## config.mk

```make
export PLATFORM = sky130hd
export DESIGN_NAME = rx_link_sequencer
export DESIGN_NICKNAME = d
export VERILOG_FILES = /design/src/rtl/rx_link_sequencer.sv
export SDC_FILE = /design/constraint.sdc
export NUM_CORES = 1
export LEC_CHECK = 0
export CAP_MARGIN = 20
export CORE_MARGIN = 1.5
export CORE_UTILIZATION = 44
export CTS_BUF_LIST = sky130_fd_sc_hd__clkbuf_8
export CTS_CLUSTER_DIAMETER = 60
export DETAILED_ROUTE_END_ITERATION = 10
export PLACE_DENSITY = 0.67
export SLEW_MARGIN = 40
export SYNTH_ARGS = -nofsm -noshare
export SYNTH_HDL_FRONTEND = slang
export SYNTH_SLANG_ARGS = --single-unit
```

## constraint.sdc

```tcl
create_clock -name rck -period 2.3 [get_ports rck]
set_clock_uncertainty 0.1 [all_clocks]
set_input_delay 0.575 -clock rck [delete_from_list [all_inputs] [get_ports rck]]
set_output_delay 0.575 -clock rck [all_outputs]
set_load 0.01 [all_outputs]
```

## src/rtl/rx_link_sequencer.sv

```systemverilog
// Purpose : receive-link bring-up. Qualifies a live stream, bitslips to the comma, confirms lock, reports link-up.
// Latency : decisions use the word sampled at the same rck edge that updates state; outputs registered.
// Backpres: none. One word is consumed every rck cycle; words are ignored during the post-slip settle window.
//
// Ports:
//   rck           receive word clock (only clock)
//   rst_b         asynchronous active-low reset
//   rx_data       10-bit parallel word from the SERDES
//   rx_bitslip    one-cycle pulse asking the SERDES to shift the word boundary by one bit
//   link_up       high while LOCKED
//   stream_start  one-cycle pulse on entry to LOCKED
//   state         IDLE=0 SEARCH=1 SLIPW=2 VERIFY=3 LOCKED=4
//   slip_pos      current bit offset, 0-9
//   relock_count  LOCKED->IDLE losses, saturating at 255
//   align_timeout one-cycle pulse when alignment gives up (only with RX_LINK_TIMEOUT_EN)
//
// Build option: define RX_LINK_TIMEOUT_EN to bound the alignment search to TIMEOUT cycles.
module rx_link_sequencer #(
  parameter logic [9:0]  ALIGN_PATTERN = 10'b0101111100,
  parameter int unsigned LOCK_COUNT    = 8,
  parameter int unsigned ERR_LIMIT     = 4,
  parameter int unsigned SLIP_WAIT     = 4,
  parameter int unsigned TIMEOUT       = 1023
) (
  input  logic       rck,
  input  logic       rst_b,
  input  logic [9:0] rx_data,
  output logic       rx_bitslip,
  output logic       link_up,
  output logic       stream_start,
  output logic [2:0] state,
  output logic [3:0] slip_pos,
  output logic [7:0] relock_count,
  output logic       align_timeout
);

  typedef enum logic [2:0] {
    IDLE   = 3'd0,
    SEARCH = 3'd1,
    SLIPW  = 3'd2,
    VERIFY = 3'd3,
    LOCKED = 3'd4
  } state_t;

  // Counters compare against "limit - 1" before incrementing, so the
  // transition fires on the word that makes the count reach the limit.
  localparam logic [7:0] LOCK_LAST = 8'(LOCK_COUNT - 1);
  localparam logic [3:0] ERR_LAST  = 4'(ERR_LIMIT - 1);
  localparam logic [3:0] WAIT_LAST = 4'(SLIP_WAIT - 1);

  state_t     state_q;
  logic [7:0] vcnt;
  logic [3:0] ecnt;
  logic [3:0] wcnt;
  // Live-word tracker: prev_live is the older stage, the word being
  // sampled is the newer stage; both live means the stream is active.
  logic       prev_live;

  logic       is_static;
  logic       is_comma;
  logic       to_hit;

  assign is_static = (rx_data[6:0] == 7'h00) || (rx_data[6:0] == 7'h7F);
  assign is_comma  = (rx_data == ALIGN_PATTERN) || (rx_data == ~ALIGN_PATTERN);
  assign state     = state_q;

`ifdef RX_LINK_TIMEOUT_EN
  localparam int TW = $clog2(TIMEOUT + 1);
  localparam logic [TW-1:0] TO_LAST = TW'(TIMEOUT - 1);

  logic [TW-1:0] tcnt;
  logic          in_align;

  assign in_align = (state_q == SEARCH) || (state_q == SLIPW) || (state_q == VERIFY);
  assign to_hit   = in_align && (tcnt == TO_LAST);
`else
  assign to_hit        = 1'b0;
  assign align_timeout = 1'b0;
`endif

  always_ff @(posedge rck or negedge rst_b) begin
    if (!rst_b) begin
      state_q      <= IDLE;
      rx_bitslip   <= 1'b0;
      link_up      <= 1'b0;
      stream_start <= 1'b0;
      slip_pos     <= 4'd0;
      relock_count <= 8'd0;
      vcnt         <= 8'd0;
      ecnt         <= 4'd0;
      wcnt         <= 4'd0;
      prev_live    <= 1'b0;
`ifdef RX_LINK_TIMEOUT_EN
      tcnt          <= '0;
      align_timeout <= 1'b0;
`endif
    end else begin
      rx_bitslip   <= 1'b0;
      stream_start <= 1'b0;
`ifdef RX_LINK_TIMEOUT_EN
      align_timeout <= 1'b0;
      // Runs through SEARCH/SLIPW/VERIFY (including VERIFY->SEARCH
      // fallbacks) and restarts whenever IDLE or LOCKED is reached.
      if (in_align && !to_hit) tcnt <= tcnt + 1'b1;
      else                     tcnt <= '0;
`endif
      if (to_hit) begin
        // Timeout wins over any same-cycle lock decision.
        state_q   <= IDLE;
        slip_pos  <= 4'd0;
        vcnt      <= 8'd0;
        wcnt      <= 4'd0;
        prev_live <= 1'b0;
`ifdef RX_LINK_TIMEOUT_EN
        align_timeout <= 1'b1;
`endif
      end else begin
        case (state_q)
          IDLE: begin
            if (is_static) begin
              prev_live <= 1'b0;
            end else if (prev_live) begin
              prev_live <= 1'b0;
              state_q   <= SEARCH;
            end else begin
              prev_live <= 1'b1;
            end
          end

          SEARCH: begin
            if (is_comma) begin
              if (LOCK_LAST == 8'd0) begin
                state_q      <= LOCKED;
                link_up      <= 1'b1;
                stream_start <= 1'b1;
                ecnt         <= 4'd0;
              end else begin
                state_q <= VERIFY;
                vcnt    <= 8'd1;
              end
            end else begin
              rx_bitslip <= 1'b1;
              slip_pos   <= (slip_pos == 4'd9) ? 4'd0 : slip_pos + 4'd1;
              wcnt       <= 4'd0;
              state_q    <= SLIPW;
            end
          end

          // The SERDES needs time to settle after a slip; data is not looked at.
          SLIPW: begin
            if (wcnt == WAIT_LAST) begin
              wcnt    <= 4'd0;
              state_q <= SEARCH;
            end else begin
              wcnt <= wcnt + 4'd1;
            end
          end

          VERIFY: begin
            if (is_comma) begin
              if (vcnt == LOCK_LAST) begin
                vcnt         <= 8'd0;
                state_q      <= LOCKED;
                link_up      <= 1'b1;
                stream_start <= 1'b1;
                ecnt         <= 4'd0;
              end else begin
                vcnt <= vcnt + 8'd1;
              end
            end else begin
              // A broken run re-searches at the current offset without slipping.
              vcnt    <= 8'd0;
              state_q <= SEARCH;
            end
          end

          LOCKED: begin
            if (is_static) begin
              if (ecnt == ERR_LAST) begin
                ecnt      <= 4'd0;
                state_q   <= IDLE;
                link_up   <= 1'b0;
                slip_pos  <= 4'd0;
                prev_live <= 1'b0;
                if (relock_count != 8'hFF) relock_count <= relock_count + 8'd1;
              end else begin
                ecnt <= ecnt + 4'd1;
              end
            end else begin
              ecnt <= 4'd0;
            end
          end

          default: begin
            state_q <= IDLE;
            link_up <= 1'b0;
          end
        endcase
      end
    end
  end

endmodule

```

Yosys cells after proc, flatten, opt, wreduce, memory -nomap -nowiden
Cells that the tools add are included.
- add/sub/neg operators: 5
- multipliers: 0
- div/mod/pow operators: 0
- $lt $le $gt $ge: 0
- equality and inequality tests: 22
- shift operators: 0
- multiplexer cells: 39
- bitwise gates (word level): 1
- reductions and logical operators: 18
- operators by type and width (kind ; number):
    $mux W4 ; 10
    $mux W8 ; 3
    $pmux W4 S2 ; 3
    $mux W3 ; 7
    $ne A2 B2 Y1 const B ; 9
    $add A8 B1 Y8 const B ; 2
    $pmux W8 S2 ; 1
    $pmux W3 S5 ; 1
    $add A4 B1 Y4 const B ; 3
    $mux W1 ; 12
    $eq A10 B10 Y1 const B ; 1
    $eq A10 B9 Y1 const B ; 1
    $reduce_bool A2 Y1 ; 5
    $eq A4 B2 Y1 const B ; 2
    $eq A8 B3 Y1 const B ; 1
    $ne A8 B8 Y1 const B ; 1
    $reduce_and A4 Y1 ; 2
    $eq A7 B7 Y1 const B ; 1
    $logic_not A7 Y1 ; 1
    $eq A3 B2 Y1 const B ; 2
    $reduce_and A3 Y1 ; 2
    $reduce_and A6 Y1 ; 1
    $reduce_and A5 Y1 ; 1
    $eq A4 B4 Y1 const B ; 1
    10 further kinds ; 12
- bits in registers: 35
- latch bits: 0
- memory bits (writable): 0
- memory bits (read-only): 0
- input port bits: 12
- output and inout port bits: 19
- logic and storage cells: 95
- memories: 0

Logic depth before layout (Yosys ltp)
Gate-level depths: netlist of the first run.
- word-level depth: 4
- depth in mapped cells: 7
- mapped depth without buffers: 6

Worst setup path before layout of the first run
OpenSTA, ideal clock, no wires.
- path type: input port to flip-flop
- from: input port rx_data[1]
- to: register slip_pos[1]
- setup time: 0.120 ns
- arrival time: 2.116 ns
- required time: 2.080 ns
- path slack: -0.035 ns
- cell stages on the path: 6
- path buffers: 0
- cell sequence: or4b_4 or4_4 nand4b_2 inv_4 and3_1 a31o_1
- word-level cells in the longest chain between the ends: 4
- elaborated cells between the ends (all ways): 9
- those cells by class: eq/ne: 5; reduce/logical: 4
- ends and longest elaborated chain (item ; RTL line ; RTL):
    start, declared ; 27 ; input logic [9:0] rx_data,
    $eq A10 B9 Y1, or another cell as far along ; 64 ; assign is_comma = (rx_data == ALIGN_PATTERN) || (rx_data == ~ALIGN_PATTERN);
    $logic_or A1 B1 Y1, on equally long branches ; 64, 63 ;
    $ne A2 B2 Y1 (no source line) ; n/a ;
    $reduce_and A4 Y1 (no source line) (*) ; n/a ;
    end signal, assigned ; 143 ; slip_pos <= (slip_pos == 4'd9) ? 4'd0 : slip_pos + 4'd1;
    end, declared ; 32 ; output logic [3:0] slip_pos,
Every way passes the cells marked *; elsewhere a longest branch is shown, timed or not.
A chain may end at the register's enable or synchronous reset.

Worst setup path in the final report of the first run
- from: input port rx_data[9]
- to: register ecnt[1]
- word-level cells in the longest chain between the ends: 4
- elaborated cells between the ends (all ways): 5
- those cells by class: eq/ne: 3; reduce/logical: 2
- ends and longest elaborated chain (item ; RTL line ; RTL):
    $eq A10 B9 Y1 / $eq A10 B10 Y1 (equally long branches) ; 64 ;
    $logic_or A1 B1 Y1 (*) ; 64 ;
    $ne A2 B2 Y1 (no source line) (*) ; n/a ;
    $reduce_and A3 Y1 (no source line) (*) ; n/a ;
    end signal, assigned ; 187 ; ecnt <= ecnt + 4'd1;
    end, declared ; 53 ; logic [3:0] ecnt;
Marks and branches as above.

==> metrics.cfg, run 1 <==
[clock_tree]
cts_hold_buf = 0
cts_max_level = 2
cts-buffers-inserted = 5
clk_latency_ns = 0.30
cts.clk_slew.worst_paths_ns = 0.08
cts_buffer_depth = 2
cts_tree = built
clock-sinks = 35
cts_root_buffer = clkbuf_8

[timing]
min_period_over_period = 0.992
slew_headroom = 0.657
drv_slew = 0
worst_slew_pin_slew_ns = 0.510
min_period_ns = 2.28
rsz0062_at_grt = true
fin_setup_tns_ns = 0
fin_ws_ns = 0.0181
finalHoldViolations = 0
fmax_mhz = 438
finalSetupViolCount = 0

[yosys]
syn_area_mm2 = 0.00198
synth-seq-cells = 35
synth-simple-area-share = 0.250
synth.top_cell.area_share = 0.443
yosysTopAreaCell = dfrtp_1
muxShareOfSynthArea = 0.00569
synth_top_family_by_area = simple AND/OR/NAND/NOR gates
synthXorXnorAreaFrac = 0.0354
synth_cell_types = 53
synth_edf_count = 0
synthAdderAreaFrac = 0.0253
syn_avg_cell_area_um2 = 9.29
yosys_warnings = 0
ys.flop_type = dfrtp_1
synth.most_common_cell = dfrtp_1
synth_area_leaders = dfrtp_1, nand3_1, xor2_1
yosysSeqAreaShare = 0.443
netlist_top_cells_count = dfrtp_1, nor2_1, nand2_1
synth_cells = 213
synth-compound-area-share = 0.203
ys_async_sr_fraction = 1.00
syn_nets = 229

[critical_path]
worstSetupStartpointType = primary input
slowest_stage = or4_4
cp.required_ns = 2.39
crit_top_cell = a21oi_4
cp_data_arrival_time_ns = 2.37
path_class = in2reg
path_buf_inv = 1
cp.depth = 6
worstRegToRegCells = 5
critPathMaxStageDelay_ns = 0.55
critPathTopFamily = simple AND/OR/NAND/NOR gates
crit_path_end_kind = register
crit_chain = buf_6, or4b_4, or4_4, a21oi_4, a21oi_4, a22o_1
timing.critical_path.fanout_max = 8

[pwr]
power.density_mw_per_mm2 = 827
ir_worst_vdd_uv = 431
leakage_uw = 0.00120

[global_route]
grt_start_max_net_pins = 36
grt.overflow.total = 0
grt_first_pass_wirelength_um = 7870
antenna_found_initial = 0
first_global_vias = 1687
grt_use_total = 0.201

[floorplanning]
die_area_mm2 = 0.00491
die_h_um = 70.1
start_util = 0.454
die-width_um = 70.1
fp-row-count = 24
pin_count = 31
coreArea_mm2 = 0.00435

[route]
detail_route.drc_violations = 0
drt_iter0_markers = 86
vias = 1784
wire_per_inst_um = 13.6
final_antenna_net_count = 0
via_per_inst = 5.61
drt-pass1-iter-count = 4
wl_um = 4320

[run]
cap_violations = 0

[place]
dpl.hpwl_um = 3130
place_congestion = 0.816
io_buffers = 29
post-place-ws_ns = -0.548

[status]
status = completed

[cells_and_area]
nets = 281
diodes = 0
syn2layout_area_growth_pct = 33.3
final_util = 0.605
final_layout_size_suffix_gt1_frac = 0.207

[min_path]
hold_depth = 1
worst_hold_path_type = reg2reg

report_power, final:
| group | internal [uW] | switching (uW) |
|---|---|---|
| Sequential | 705 | 133 |
| Clock | 323 | 242 |
| Combinational | 409 | 369 |
| Total | 1440 | 744 |
cell families (layout without fill, tap and decap cells):
group	count (synthesis)	in the layout
buf+inv	16	69
compound gates	59	59
flops	35	35
xor+xnor	8	8
mux	1	1
other cells	1	1
simple gates	89	89
fa+ha+maj	4	4
sequential cells by signal (all words and copies together) (netlist names):
signal        cells
wcnt              4
stream_start      1
ecnt              4
rx_bitslip        1
slip_pos          4
prev_live         1
relock_count      8
state             3
vcnt              8
link_up           1
final cells by class:
cell class / instances / area (um^2)
Fill cell: 390 / 1720
Clock inverter: 3 / 43.8
Clock buffer: 5 / 68.8
Timing Repair Buffer: 52 / 463
Sequential cell: 35 / 876
Inverter: 9 / 36.3
Tap cell: 52 / 65.1
Multi-Input combinational cell: 162 / 1080
worst register-to-register path, stage by stage, from the launching register on:
cell,delay (ns)
dfrtp_1,0.54
nor3b_1,0.30
o21a_1,0.24
nor2_1,0.07
a211o_1,0.30
a311o_1,0.32
per-layer routing:
layer,GRT usage,vias up,share of wire
met2,0.307,42,0.44
met5,0,-,0
li1,-,903,-
met4,0.0705,0,0.016
met3,0.0505,6,0.043
met1,0.280,833,0.50
cells in the final DEF (no fill, tap or decap), types with 7 or more instances in the layout:
| cell type | n |
|---|---|
| clkdlybuf4s50_1 | 22 |
| nand2_1 | 14 |
| nand3_1 | 13 |
| o21ai_0 | 9 |
| nor3_1 | 8 |
| nor2_1 | 16 |
| inv_1 | 7 |
| a31oi_1 | 10 |
| a21oi_1 | 12 |
| dfrtp_1 | 35 |
| buf_4 | 23 |
| xor2_1 | 8 |
per-stage QoR:
step           power (uW)  instance area (um^2)  instances  hold slack, ns
6_report             2180                  2640        318           0.394
5_1_grt              2340                  2640        318           0.426
4_1_cts              2200                  2570        317           0.399
3_5_place_dp         1630                  2460        307           0.383
3_3_place_gp         1620                  2460        307           0.386
2_1_floorplan        1290                  1990        213           0.179
repair_timing:
action	in CTS	in global routing
pin swaps	6	6
buffers inserted	2	1
gates resized for setup	16	13
endpoints found under the setup margin	21	21
final timing paths:
kind                            slack (ns)            start              end
worst max-delay path                  0.02       rx_data[9]          ecnt[1]
min in group asynchronous             0.59            rst_b          wcnt[3]
max in group asynchronous             1.18            rst_b          wcnt[2]
worst max register to register        0.32         state[1]         state[0]
worst min-delay path                  0.39  relock_count[6]  relock_count[6]
worst min register to register        0.39  relock_count[6]  relock_count[6]
Power figures use the tool's default switching activity.
==> run 2, diff against run 1 <==
--- a/config.mk
+++ b/config.mk
@@ -10,8 +10,10 @@
 export CORE_UTILIZATION = 44
 export CTS_BUF_LIST = sky130_fd_sc_hd__clkbuf_8
 export CTS_CLUSTER_DIAMETER = 60
+export CTS_CLUSTER_SIZE = 16
 export DETAILED_ROUTE_END_ITERATION = 10
 export PLACE_DENSITY = 0.67
+export SETUP_SLACK_MARGIN = 0.3
 export SLEW_MARGIN = 40
 export SYNTH_ARGS = -nofsm -noshare
 export SYNTH_HDL_FRONTEND = slang
==> metrics.cfg, run 2 (synthesized netlist as in run 1, its figures left out) <==
[status]
status = completed

[timing]
rsz0062_at_grt = true
finalHoldViolations = 0  ; unchanged
min_period_ns = 2.24  ; -0.0416 ns
drv_slew = 0  ; unchanged
finalSetupViolCount = 0  ; unchanged
worst_slew_pin_slew_ns = 0.550  ; +0.0399 ns
fmax_mhz = 446  ; +1.9%
fin_ws_ns = 0.0598  ; +0.0416 ns
slew_headroom = 0.630  ; -0.0269
min_period_over_period = 0.974  ; -0.0181

[run]
cap_violations = 0  ; unchanged

[floorplanning]
die-width_um = 70.1  ; unchanged
coreArea_mm2 = 0.00435  ; unchanged
fp-row-count = 24  ; unchanged
pin_count = 31  ; unchanged
start_util = 0.454  ; unchanged
die_area_mm2 = 0.00491  ; unchanged
die_h_um = 70.1  ; unchanged

[clock_tree]
clock-sinks = 35  ; unchanged
cts_hold_buf = 0  ; unchanged
cts_root_buffer = clkbuf_8
cts-buffers-inserted = 5  ; unchanged
cts_max_level = 2  ; unchanged
cts_tree = built
clk_latency_ns = 0.29  ; about the same
cts.clk_slew.worst_paths_ns = 0.07  ; about the same
cts_buffer_depth = 2  ; unchanged

[route]
drt-pass1-iter-count = 4  ; unchanged
detail_route.drc_violations = 0  ; unchanged
wl_um = 4910  ; +14%
wire_per_inst_um = 14.8  ; +8.8%
drt_iter0_markers = 99  ; +15%
final_antenna_net_count = 0  ; unchanged
vias = 1849  ; +3.6%
via_per_inst = 5.57  ; -0.73%

[global_route]
first_global_vias = 1769  ; +4.9%
grt_first_pass_wirelength_um = 8000  ; +1.6%
antenna_found_initial = 0  ; unchanged
grt_use_total = 0.205  ; +0.00404
grt.overflow.total = 0  ; unchanged
grt_start_max_net_pins = 36  ; unchanged

[cells_and_area]
multiInputGateArea_mm2 = 0.00121  ; +12%
final_cells = 332  ; +4.4%
diodes = 0  ; unchanged
final_layout_size_suffix_gt1_frac = 0.339  ; +0.133
layout_common_cells = dfrtp_1, buf_4, clkdlybuf4s50_1, nor2_1
seqCellArea_um2 = 885  ; +1.0%
syn2layout_area_growth_pct = 46.7
fill_cells = 372  ; -4.6%
nets = 295  ; +5.0%
top_regs = relock_count: 8 flops, vcnt: 8 flops

[critical_path]
cp.required_ns = 2.42  ; +0.03 ns
timing.critical_path.fanout_max = 4  ; -4
crit_path_end_kind = register
path_class = in2reg
cp_data_arrival_time_ns = 2.36  ; about the same
worstSetupStartpointType = primary input

[place]
io_buffers = 29  ; unchanged
post-place-ws_ns = -0.542  ; +0.00597 ns
place_congestion = 0.835  ; +2.4%
placed_cells = 312  ; +1.6%
dpl.hpwl_um = 3360  ; +7.6%

[min_path]
worst_hold_path_type = reg2reg

[pwr]
power.density_mw_per_mm2 = 797  ; -3.6%
leakage_uw = 0.00127  ; +6.4%
ir_worst_vdd_uv = 272  ; -37%

run 2: cell count changes in the layout (fill, tap and decap cells not counted), sizes merged:
cell and delta:
buf +14, clkbuf +2, clkdlybuf4s15 +1, clkdlybuf4s50 -3
clkinv -1, dlygate4sd2 +4, dlymetal6s2s -3
run 2: per-layer routing:
metal / track usage / share of wire / vias up
li1: - / - / 924
met1: 0.271 / 0.47 / 883
met2: 0.330 / 0.48 / 35
met3: 0.0433 / 0.030 / 7
met4: 0.0812 / 0.016 / 0
met5: 0 / 0 / -
run 2: layout make-up:
type,count,area share
multi-input combinational,162,0.418
sequential,35,0.305
timing repair buffer,66,0.202
clock buffer,6,0.0284
tap,52,0.0224
inverter,9,0.0125
clock inverter,2,0.0121
run 2: worst max-delay path, stage by stage:
cell,delay [ns]
buf_6,0.09
or4b_4,0.52
or4_4,0.48
a21oi_4,0.24
buf_6,0.16
buf_6,0.09
a31oi_1,0.08
o22ai_1,0.12
run 2: through the flow:
step	utilization	setup TNS (ns)	instance area (um^2)	power (uW)	hold slack [ns]
finish	0.667	0	2900	2310	0.391
global route	0.667	0	2900	2450	0.435
CTS	0.639	-0.0000289	2780	2290	0.391
detailed placement	0.580	-12.61	2530	1660	0.382
global placement	0.580	-11.55	2530	1650	0.384
floorplan	-	-0.0608	2020	1300	0.179
run 2: final timing paths:
| path | startpoint | to | slack, ns | cells after the start |
|---|---|---|---|---|
| worst max-delay path | rx_data[9] | vcnt[7] | 0.06 | 8 |
| worst min-delay path | relock_count[7] | relock_count[7] | 0.39 | 1 |
| worst max register to register | vcnt[0] | vcnt[3] | 0.41 | 4 |
| worst min register to register | relock_count[7] | relock_count[7] | 0.39 | 1 |
| max in group asynchronous | rst_b | relock_count[3] | 1.15 | 2 |
| min in group asynchronous | rst_b | wcnt[3] | 0.60 | 2 |
run 2: power by group:
group	switching (uW)	internal, uW
Sequential	105	712
Combinational	442	471
Clock	232	351
Total	779	1530
run 2: timing repair:
action / 4_1_cts / 5_1_grt
pin swaps: 16 / 19
gates resized for setup: 48 / 20
endpoints found under the setup margin: 40 / 37
buffers inserted: 5 / 7
